==> src/rtl/im_stage_ctrl.sv <==
// im_stage_ctrl: IM pipeline stage controller.
// Non-memory instructions are written back after one cycle. Memory instructions
// stall upstream, run one data-memory access and then write back the result.
// Build option: define IM_MISALIGN_TRAP_EN to trap misaligned half/word accesses
// instead of silently ignoring the unused low address bits.
//
// state  | meaning
// IDLE   | accepting instructions; ALU results go straight to write-back
// ACCESS | data-memory access in flight on latched operands, waiting for dmem_ready
module im_stage_ctrl (
  input  logic        clk,
  input  logic        rst,
  input  logic        in_valid,
  input  logic [31:0] pc_in,
  input  logic [31:0] O_in,
  input  logic [31:0] B_in,
  input  logic [1:0]  access_size_in,
  input  logic        rw_in,
  input  logic        mem_en_in,
  input  logic        memory_sign_extend_in,
  input  logic        res_data_sel_in,
  input  logic [4:0]  dest_reg_in,
  input  logic        write_to_reg_in,
  output logic        dmem_req,
  output logic        dmem_we,
  output logic [31:0] dmem_addr,
  output logic [31:0] dmem_wdata,
  output logic [3:0]  dmem_be,
  input  logic [31:0] dmem_rdata,
  input  logic        dmem_ready,
  output logic        stall,
  output logic        wb_valid,
  output logic [31:0] wb_pc,
  output logic [31:0] wb_data,
  output logic [4:0]  wb_dest,
  output logic        wb_write_en,
  output logic        misalign_err
);

  localparam logic [0:0] ST_IDLE   = 1'b0;
  localparam logic [0:0] ST_ACCESS = 1'b1;

  localparam logic [1:0] SZ_WORD = 2'b00;
  localparam logic [1:0] SZ_HALF = 2'b01;
  localparam logic [1:0] SZ_BYTE = 2'b10;

  logic [0:0]  state_q, state_d;
  logic [31:0] pc_q, pc_d;
  logic [31:0] o_q, o_d;
  logic [31:0] b_q, b_d;
  logic [1:0]  size_q, size_d;
  logic        rw_q, rw_d;
  logic        sext_q, sext_d;
  logic        sel_q, sel_d;
  logic [4:0]  dest_q, dest_d;
  logic        wr_q, wr_d;

  logic        wb_valid_q, wb_valid_d;
  logic [31:0] wb_pc_q, wb_pc_d;
  logic [31:0] wb_data_q, wb_data_d;
  logic [4:0]  wb_dest_q, wb_dest_d;
  logic        wb_write_en_q, wb_write_en_d;

  logic        trap;
  logic [3:0]  be;
  logic [31:0] wdata;
  logic [7:0]  byte_sel;
  logic [15:0] half_sel;
  logic [31:0] load_data;

`ifdef IM_MISALIGN_TRAP_EN
  logic        misalign_q, misalign_d;

  // Misaligned half (odd address) or word (any low bit set) memory access.
  assign trap = mem_en_in &&
                (((access_size_in == SZ_HALF) && O_in[0]) ||
                 ((access_size_in != SZ_HALF) && (access_size_in != SZ_BYTE) &&
                  (O_in[1:0] != 2'b00)));
  assign misalign_err = misalign_q;
`else
  assign trap         = 1'b0;
  assign misalign_err = 1'b0;
`endif

  // Byte-lane enables and replicated store data from the latched access.
  always_comb begin
    be    = 4'b1111;
    wdata = b_q;
    case (size_q)
      SZ_BYTE: begin
        be    = 4'b0001 << o_q[1:0];
        wdata = {4{b_q[7:0]}};
      end
      SZ_HALF: begin
        be    = o_q[1] ? 4'b1100 : 4'b0011;
        wdata = {2{b_q[15:0]}};
      end
      default: begin
        be    = 4'b1111;
        wdata = b_q;
      end
    endcase
  end

  // Extract and extend the addressed byte/half of the read data.
  always_comb begin
    byte_sel  = dmem_rdata[{o_q[1:0], 3'b000} +: 8];
    half_sel  = o_q[1] ? dmem_rdata[31:16] : dmem_rdata[15:0];
    load_data = dmem_rdata;
    case (size_q)
      SZ_BYTE: load_data = sext_q ? {{24{byte_sel[7]}}, byte_sel} : {24'h0, byte_sel};
      SZ_HALF: load_data = sext_q ? {{16{half_sel[15]}}, half_sel} : {16'h0, half_sel};
      default: load_data = dmem_rdata;
    endcase
  end

  // Next-state: accept instructions in IDLE, complete the access in ACCESS.
  always_comb begin
    state_d       = state_q;
    pc_d          = pc_q;
    o_d           = o_q;
    b_d           = b_q;
    size_d        = size_q;
    rw_d          = rw_q;
    sext_d        = sext_q;
    sel_d         = sel_q;
    dest_d        = dest_q;
    wr_d          = wr_q;
    wb_valid_d    = 1'b0;
    wb_pc_d       = wb_pc_q;
    wb_data_d     = wb_data_q;
    wb_dest_d     = wb_dest_q;
    wb_write_en_d = wb_write_en_q;
`ifdef IM_MISALIGN_TRAP_EN
    misalign_d    = 1'b0;
`endif
    case (state_q)
      ST_IDLE: begin
        if (in_valid) begin
          if (mem_en_in && !trap) begin
            pc_d    = pc_in;
            o_d     = O_in;
            b_d     = B_in;
            size_d  = access_size_in;
            rw_d    = rw_in;
            sext_d  = memory_sign_extend_in;
            sel_d   = res_data_sel_in;
            dest_d  = dest_reg_in;
            wr_d    = write_to_reg_in;
            state_d = ST_ACCESS;
          end else if (mem_en_in) begin
            // Trapped access: report it with the offending address, never write the RF.
            wb_valid_d    = 1'b1;
            wb_pc_d       = pc_in;
            wb_data_d     = O_in;
            wb_dest_d     = dest_reg_in;
            wb_write_en_d = 1'b0;
`ifdef IM_MISALIGN_TRAP_EN
            misalign_d    = 1'b1;
`endif
          end else begin
            wb_valid_d    = 1'b1;
            wb_pc_d       = pc_in;
            wb_data_d     = O_in;
            wb_dest_d     = dest_reg_in;
            wb_write_en_d = write_to_reg_in;
          end
        end
      end
      default: begin
        if (dmem_ready) begin
          wb_valid_d    = 1'b1;
          wb_pc_d       = pc_q;
          wb_data_d     = sel_q ? load_data : o_q;
          wb_dest_d     = dest_q;
          wb_write_en_d = wr_q;
          state_d       = ST_IDLE;
        end
      end
    endcase
  end

  // State, latched access and write-back registers; reset abandons any access.
  always_ff @(posedge clk or posedge rst) begin
    if (rst) begin
      state_q       <= ST_IDLE;
      pc_q          <= '0;
      o_q           <= '0;
      b_q           <= '0;
      size_q        <= '0;
      rw_q          <= 1'b0;
      sext_q        <= 1'b0;
      sel_q         <= 1'b0;
      dest_q        <= '0;
      wr_q          <= 1'b0;
      wb_valid_q    <= 1'b0;
      wb_pc_q       <= '0;
      wb_data_q     <= '0;
      wb_dest_q     <= '0;
      wb_write_en_q <= 1'b0;
    end else begin
      state_q       <= state_d;
      pc_q          <= pc_d;
      o_q           <= o_d;
      b_q           <= b_d;
      size_q        <= size_d;
      rw_q          <= rw_d;
      sext_q        <= sext_d;
      sel_q         <= sel_d;
      dest_q        <= dest_d;
      wr_q          <= wr_d;
      wb_valid_q    <= wb_valid_d;
      wb_pc_q       <= wb_pc_d;
      wb_data_q     <= wb_data_d;
      wb_dest_q     <= wb_dest_d;
      wb_write_en_q <= wb_write_en_d;
    end
  end

`ifdef IM_MISALIGN_TRAP_EN
  // One-cycle misalignment flag, aligned with the trapped write-back record.
  always_ff @(posedge clk or posedge rst) begin
    if (rst) misalign_q <= 1'b0;
    else     misalign_q <= misalign_d;
  end
`endif

  // Stall is gated by rst so it drops the moment reset is asserted.
  assign stall = !rst && ((state_q == ST_ACCESS) ? !dmem_ready
                                                 : (in_valid && mem_en_in && !trap));

  assign dmem_req    = (state_q == ST_ACCESS);
  assign dmem_we     = (state_q == ST_ACCESS) && rw_q;
  assign dmem_addr   = {o_q[31:2], 2'b00};
  assign dmem_be     = be;
  assign dmem_wdata  = wdata;

  assign wb_valid    = wb_valid_q;
  assign wb_pc       = wb_pc_q;
  assign wb_data     = wb_data_q;
  assign wb_dest     = wb_dest_q;
  assign wb_write_en = wb_write_en_q;

endmodule

==> config.mk <==
export PLATFORM = sky130hd
export DESIGN_NAME = im_stage_ctrl
export DESIGN_NICKNAME = d
export VERILOG_FILES = /design/src/rtl/im_stage_ctrl.sv
export SDC_FILE = /design/constraint.sdc
export NUM_CORES = 1
export LEC_CHECK = 0
export CELL_PAD_IN_SITES_DETAIL_PLACEMENT = 1
export CELL_PAD_IN_SITES_GLOBAL_PLACEMENT = 1
export CORE_UTILIZATION = 30
export DETAILED_ROUTE_END_ITERATION = 8
export PLACE_DENSITY_LB_ADDON = 0.12
export SETUP_SLACK_MARGIN = 0.15
export SYNTH_ARGS = -nofsm -noshare
export SYNTH_HDL_FRONTEND = slang
export SYNTH_SLANG_ARGS = --single-unit
==> constraint.sdc <==
create_clock -name clk -period 8.5 [get_ports clk]
set_input_delay 2.55 -clock clk [delete_from_list [all_inputs] [get_ports clk]]
set_output_delay 2.55 -clock clk [all_outputs]
set_load 0.1 [all_outputs]
==> results.json, run 1 <==
{
  "timing.rr.start": "size_q[1]$_DFFE_PP0P_",
  "synth_top_cell_by_area": "dfrtp_1",
  "worstMarginPinSlew_ns": 1.11,
  "crit_family": "buffers and inverters",
  "p_leak_nw": 5.04,
  "crit_type": "input pin to output pin",
  "drcViolationCount": 0,
  "crit_fanout": 7,
  "postCtsSetupBuffers": 0,
  "cts_tree": "done",
  "finalMaxSlewViolations": 0,
  "wl_per_cell_um": 20.1,
  "crit_buf_inv": 2,
  "htreeDepth": 4,
  "whs_ns": 0.481,
  "postSynthAreaPerCell_sq_um": 10.9,
  "skew_ns": 0.0164,
  "hold_class": "flip-flop to flip-flop",
  "finalInstanceArea_sq_um": 12600,
  "first_global_vias": 7692,
  "synth.area.top_cells": "dfrtp_1, mux2_2, mux2i_1",
  "multi_input_area_sq_um": 4030,
  "cp.depth": 4,
  "cts-resized-gates": 0,
  "cts_max_path_buffers": 2,
  "synth-edff-count": 0,
  "finalSetupViolCount": 0,
  "peakVddDrop_mv": 0.301,
  "yosys_warnings": 0,
  "layout_min_cycle_time_ns": 6.40,
  "holdPathEnd": "wb_pc[13]$_DFFE_PP0P_",
  "hold_viol": 0,
  "dr.pass1.iters": 4,
  "place_area_sq_um": 11900,
  "status": "completed",
  "die_h_um": 177,
  "crit_path_cell_trace": "clkdlybuf4s50_1 -> nand2b_1 -> a21oi_1 -> buf_4",
  "syn_inst": 841,
  "syn_area_sq_um": 9160,
  "grt_overflow_total": 0,
  "hold_depth": 2,
  "reg2reg_depth": 5,
  "dp_hpwl_um": 20000,
  "drive_gt1_share_pct": 16.2,
  "drt-initial-drc-count": 285,
  "dp_cells": 1418,
  "ys.flop_type": "dfrtp_1",
  "ant_nets": 0,
  "slowest_delay_ns": 0.52,
  "fillers": 3269,
  "ys_types": 52,
  "insertion_delay_ns": 0.43,
  "required_ns": 5.95,
  "io_buffer_count": 283,
  "ios": 287,
  "final_util_pct": 42.0,
  "nets": 1193,
  "antenna_found_initial": 3,
  "worstSetupStartpointType": "input pin",
  "clk_pin_slew_ns": 0.07,
  "synth.top_cell.area_share_pct": 48.9,
  "r2r_slack_ns": 5.11,
  "setup_ws_ns": 2.10,
  "cts_made_buffers": 17,
  "fmax_ghz": 0.156,
  "fin_crit_sh_pct": 75.3,
  "cp-end-kind": "output pin",
  "ys_seq_area_share_pct": 48.9,
  "cts_sinks": 179,
  "hp-start": "wb_pc[13]$_DFFE_PP0P_",
  "gp_congestion": 0.741,
  "slew_headroom_pct": 25.6,
  "fin_cells": 1451,
  "core_area_sq_um": 29900,
  "rr_endpoint": "wb_data[25]$_DFFE_PP0P_",
  "grt_pass1_wl_um": 45600,
  "ff_latch_area_sq_um": 4480,
  "power_per_cell_area_nw_per_um2": 377,
  "chipWidth_um": 177,
  "die_area_sq_um": 31200,
  "ctsHoldBuffers": 0,
  "grt_setup_unrepaired": "false",
  "grt_max_degree": 127,
  "clockRootBuffer": "clkbuf_16",
  "rows": 63,
  "cp.arrival_ns": 3.85,
  "num_vias": 7214,
  "grt_use_total_pct": 19.1,
  "ys_seq_elements": 179,
  "synthArstFlopShare_pct": 100,
  "start_util_pct": 30.7,
  "drt_wl_total_um": 29200,
  "dp_slack_ns": 2.08,
  "drt-vias-per-instance": 4.97,
  "power_mw": 4.74,
  "crit_path_top_delay_cell": "clkdlybuf4s50_1",
  "maxCapViolCount": 0,
  "syn_to_final_growth_pct": 37.0,
  "fin_tns_setup_ns": 0
}
logic make-up (layout without fill, tap and decap cells):
group | after synthesis | in the layout | share of synthesized area [%]
compound gates | 204 | 204 | 15.2
other cells | 1 | 4 | 0.0409
buf+inv | 115 | 332 | 7.20
mux | 153 | 153 | 18.4
simple gates | 187 | 187 | 9.94
fa+ha+maj | 2 | 2 | 0.273
flops | 179 | 179 | 48.9
state kept, by name, indices dropped and copies added, names as in the netlist:
register	flops
b_q	32
o_q	32
pc_q	32
wb_data	32
wb_pc	32
dest_q	5
wb_dest	5
size_q	2
dmem_req	1
rw_q	1
sel_q	1
sext_q	1
wb_valid	1
wb_write_en	1
wr_q	1
cell usage after synthesis, drive strengths merged (3+ instances only):
cell type  number
a21oi          35
a221oi         23
a22o            8
a22oi           8
a2bb2oi         7
a311o           5
and2            3
buf            85
clkbuf         22
dfrtp         179
inv             8
mux2          106
mux2i          47
nand2          88
nand2b          6
nand3           8
nand3b          8
nand4           7
nand4b          7
nor2           27
nor2b          22
nor3b           7
o21a            9
o21ai          83
o22ai          13
worst reg2reg max path, cell delays in order (launching register included):
cell and delay (ns):
dfrtp_1 0.40, ha_2 0.90, buf_4 0.49, nor2b_1 0.26
a211oi_4 0.98, a221oi_1 0.19
cell type report:
type	count	share of cell area [%]
flip-flops and latches	179	35.7
multi-input cells	549	32.1
repair buffers	292	23.1
well taps	390	3.89
clock buffers	17	3.39
clock inverters	15	1.50
inverters	8	0.299
diodes	1	0.0199
cells in the final DEF (no fill, tap or decap), types with 9 or more instances in the layout:
master	count
o21ai_0	74
nor2b_1	22
o21ai_1	9
mux2i_1	45
mux2_2	106
dfrtp_1	178
a21oi_1	34
clkdlybuf4s50_1	282
buf_4	10
a221oi_1	13
a221oi_2	10
o22ai_1	11
nor2_1	27
clkbuf_16	17
nand2_1	88
layer usage:
metal | part of all wire [%] | global-route usage, %
met3 | 6.6 | 5.22
met4 | 1.3 | 4.96
met1 | 44 | 24.8
met2 | 48 | 31.4
met5 | 0.082 | 0
how the worst max path moves through the flow:
stage / from / slack [ns] / endpoint
detailed placement: dmem_ready / 2.08 / stall
CTS: dmem_ready / 2.07 / stall
global route: dmem_ready / 2.03 / stall
floorplan: rst / 1.09 / b_q[0]$_DFFE_PP0P_
global placement: dmem_ready / 2.06 / stall
finish: dmem_ready / 2.10 / stall
power breakdown:
part / switching (mW) / internal, mW / total (mW) / leakage (nW)
sequential: 0.162 / 1.06 / 1.23 / 2.13
combinational: 2.02 / 0.669 / 2.69 / 2.61
clock: 0.404 / 0.424 / 0.829 / 0.299
No activity file was read; power rests on OpenSTA's default activity.
==> run 2: changes to the inputs <==
==> constraint.sdc (replaced) <==
create_clock -name clk -period 6.2 [get_ports clk]
set_input_delay 1.86 -clock clk [delete_from_list [all_inputs] [get_ports clk]]
set_output_delay 1.86 -clock clk [all_outputs]
set_load 0.1 [all_outputs]
==> run 2 against run 1 <==
Effect of this change:
- clock skew increased by 0.0019 ns
- total power increased by 36%
- via count decreased by 0.49%
- clock-buffer cell count unchanged
- register-to-register slack got worse by 2.2 ns
- routed wire length decreased by 0.38%
- hold slack improved by 0.00070 ns
- sequential share of layout area increased by 0.12 points
- critical path depth unchanged
- combinational power increased by 36%
- global-route usage decreased by 0.19 points
- setup slack got worse by 1.0 ns
- largest power group unchanged
- highest routed layer unchanged
==> results.json, run 2 (synthesis gave the netlist of run 1 again) <==
{
  "internal_power_mw": 2.90,
  "ff_latch_area_sq_um": 4480,
  "grt_overflow_total": 0,
  "power_per_cell_area_nw_per_um2": 515,
  "maxCapViolCount": 0,
  "cts_max_path_buffers": 2,
  "insertion_delay_ns": 0.44,
  "cts_made_buffers": 17,
  "num_vias": 7179,
  "grtUsageMet1_pct": 24.5,
  "first_global_vias": 7575,
  "gp_congestion": 0.753,
  "cts_tree": "done",
  "hold_viol": 0,
  "ctsHoldBuffers": 0,
  "grt_use_total_pct": 19.0,
  "grt_pass1_wl_um": 44800,
  "drt_wl_total_um": 29100,
  "ios": 287,
  "die_h_um": 177,
  "grt_use_met2_pct": 30.4,
  "wl_per_cell_um": 20.0,
  "drcViolationCount": 0,
  "cp-end-kind": "output pin",
  "final_util_pct": 41.9,
  "hold_class": "flip-flop to flip-flop",
  "final_cell_mix": "clkdlybuf4s50_1, dfrtp_1, mux2_2",
  "crit_type": "input pin to output pin",
  "worstMarginPinSlew_ns": 1.07,
  "dp_hpwl_um": 20400,
  "io_buffer_count": 283,
  "timing.rr.start": "size_q[0]$_DFFE_PP0P_",
  "drive_gt1_share_pct": 18.6,
  "met3_usage_pct": 6.31,
  "postCtsSetupBuffers": 0,
  "layout_min_cycle_time_ns": 5.10,
  "fin_crit_sh_pct": 82.2,
  "clockRootBuffer": "clkbuf_16",
  "peakVddDrop_mv": 0.284,
  "finalMaxSlewViolations": 0,
  "combinationalPowerShare_pct": 56.9,
  "antenna_found_initial": 4,
  "grt_setup_unrepaired": "false",
  "grt-busiest-layer": "met2",
  "die_area_sq_um": 31200,
  "chipWidth_um": 177,
  "drt-vias-per-instance": 4.94,
  "multi_input_area_sq_um": 4030,
  "startpoint": "dmem_ready",
  "fin_cells": 1452,
  "swShare_pct": 55.1,
  "cp.arrival_ns": 3.24,
  "worstSetupStartpointType": "input pin",
  "finalInstanceArea_sq_um": 12500,
  "setup_ws_ns": 1.10,
  "fillers": 3260,
  "rows": 63,
  "power_mw": 6.45,
  "grt_max_degree": 89,
  "dp_slack_ns": 1.12,
  "clkPwrFrac_pct": 17.1,
  "nets": 1194,
  "dp_cells": 1419,
  "fmax_ghz": 0.196,
  "cts-resized-gates": 0,
  "start_util_pct": 30.7,
  "hp-start": "wb_pc[13]$_DFFE_PP0P_",
  "finalSetupViolCount": 0,
  "htreeDepth": 4,
  "pwr-share-seq_pct": 25.9,
  "required_ns": 4.34,
  "slew_headroom_pct": 28.8,
  "r2r_slack_ns": 2.90,
  "dr.pass1.iters": 4,
  "drt-initial-drc-count": 293,
  "syn_to_final_growth_pct": 36.6,
  "status": "completed",
  "p_leak_nw": 5.07,
  "whs_ns": 0.482,
  "cts_sinks": 179,
  "clk_pin_slew_ns": 0.08,
  "place_area_sq_um": 11900,
  "power_switching_mw": 3.55,
  "ant_nets": 0,
  "crit_fanout": 7,
  "fin_tns_setup_ns": 0,
  "core_area_sq_um": 29900,
  "skew_ns": 0.0182,
  "mostFrequentLayoutCell": "clkdlybuf4s50_1"
}
==> run 2: cell types whose count changed in the layout (fill, tap and decap cells not counted) <==
cell             previous run  this run
buf_4                      10        32
buf_12                      0         3
clkinv_8                    5         4
clkinv_4                    2         1
bufinv_16                   1         0
inv_8                       2         3
clkinvlp_4                  0         2
clkdlybuf4s50_1           282       258
==> run 2: power groups by stage <==
stage          combinational, mW  sequential (mW)  clock (mW)
2_1_floorplan               1.89             2.65           0
6_report                    3.67             1.67        1.10
5_1_grt                     3.83             1.72        1.18
4_1_cts                     3.70             1.68        1.14
3_5_place_dp                3.70             1.70           0
3_3_place_gp                3.68             1.69           0
==> run 2: final cells by class <==
class                      count  share of cell area (%)
inverter                       8                   0.270
multi-input combinational    549                    32.2
antenna                        1                  0.0200
clock inverter                15                    1.31
clock buffer                  17                    3.40
sequential                   179                    35.8
timing repair buffer         293                    23.0
tap                          390                    3.90
==> run 2: worst max-delay path, cell delays in order <==
cell and delay, ns:
clkdlybuf4s50_1 0.56, nand2b_1 0.29, a21oi_1 0.31, buf_12 0.21
==> run 2: path summary, 6_finish.rpt <==
check / endpoint / cells after the start
min in group asynchronous: pc_q[0]$_DFFE_PP0P_ / 2
max in group asynchronous: b_q[14]$_DFFE_PP0P_ / 3
hold / removal: wb_pc[13]$_DFFE_PP0P_ / 2
setup / recovery: stall / 4
setup reg to reg: wb_data[25]$_DFFE_PP0P_ / 6
hold reg to reg: wb_pc[13]$_DFFE_PP0P_ / 2
==> run 2: per-layer routing <==
metal | vias up | wire length, um
li1 | 3389 | -
met1 | 3573 | 12600
met2 | 187 | 13900
met3 | 26 | 2180
met4 | 4 | 410
met5 | - | 27
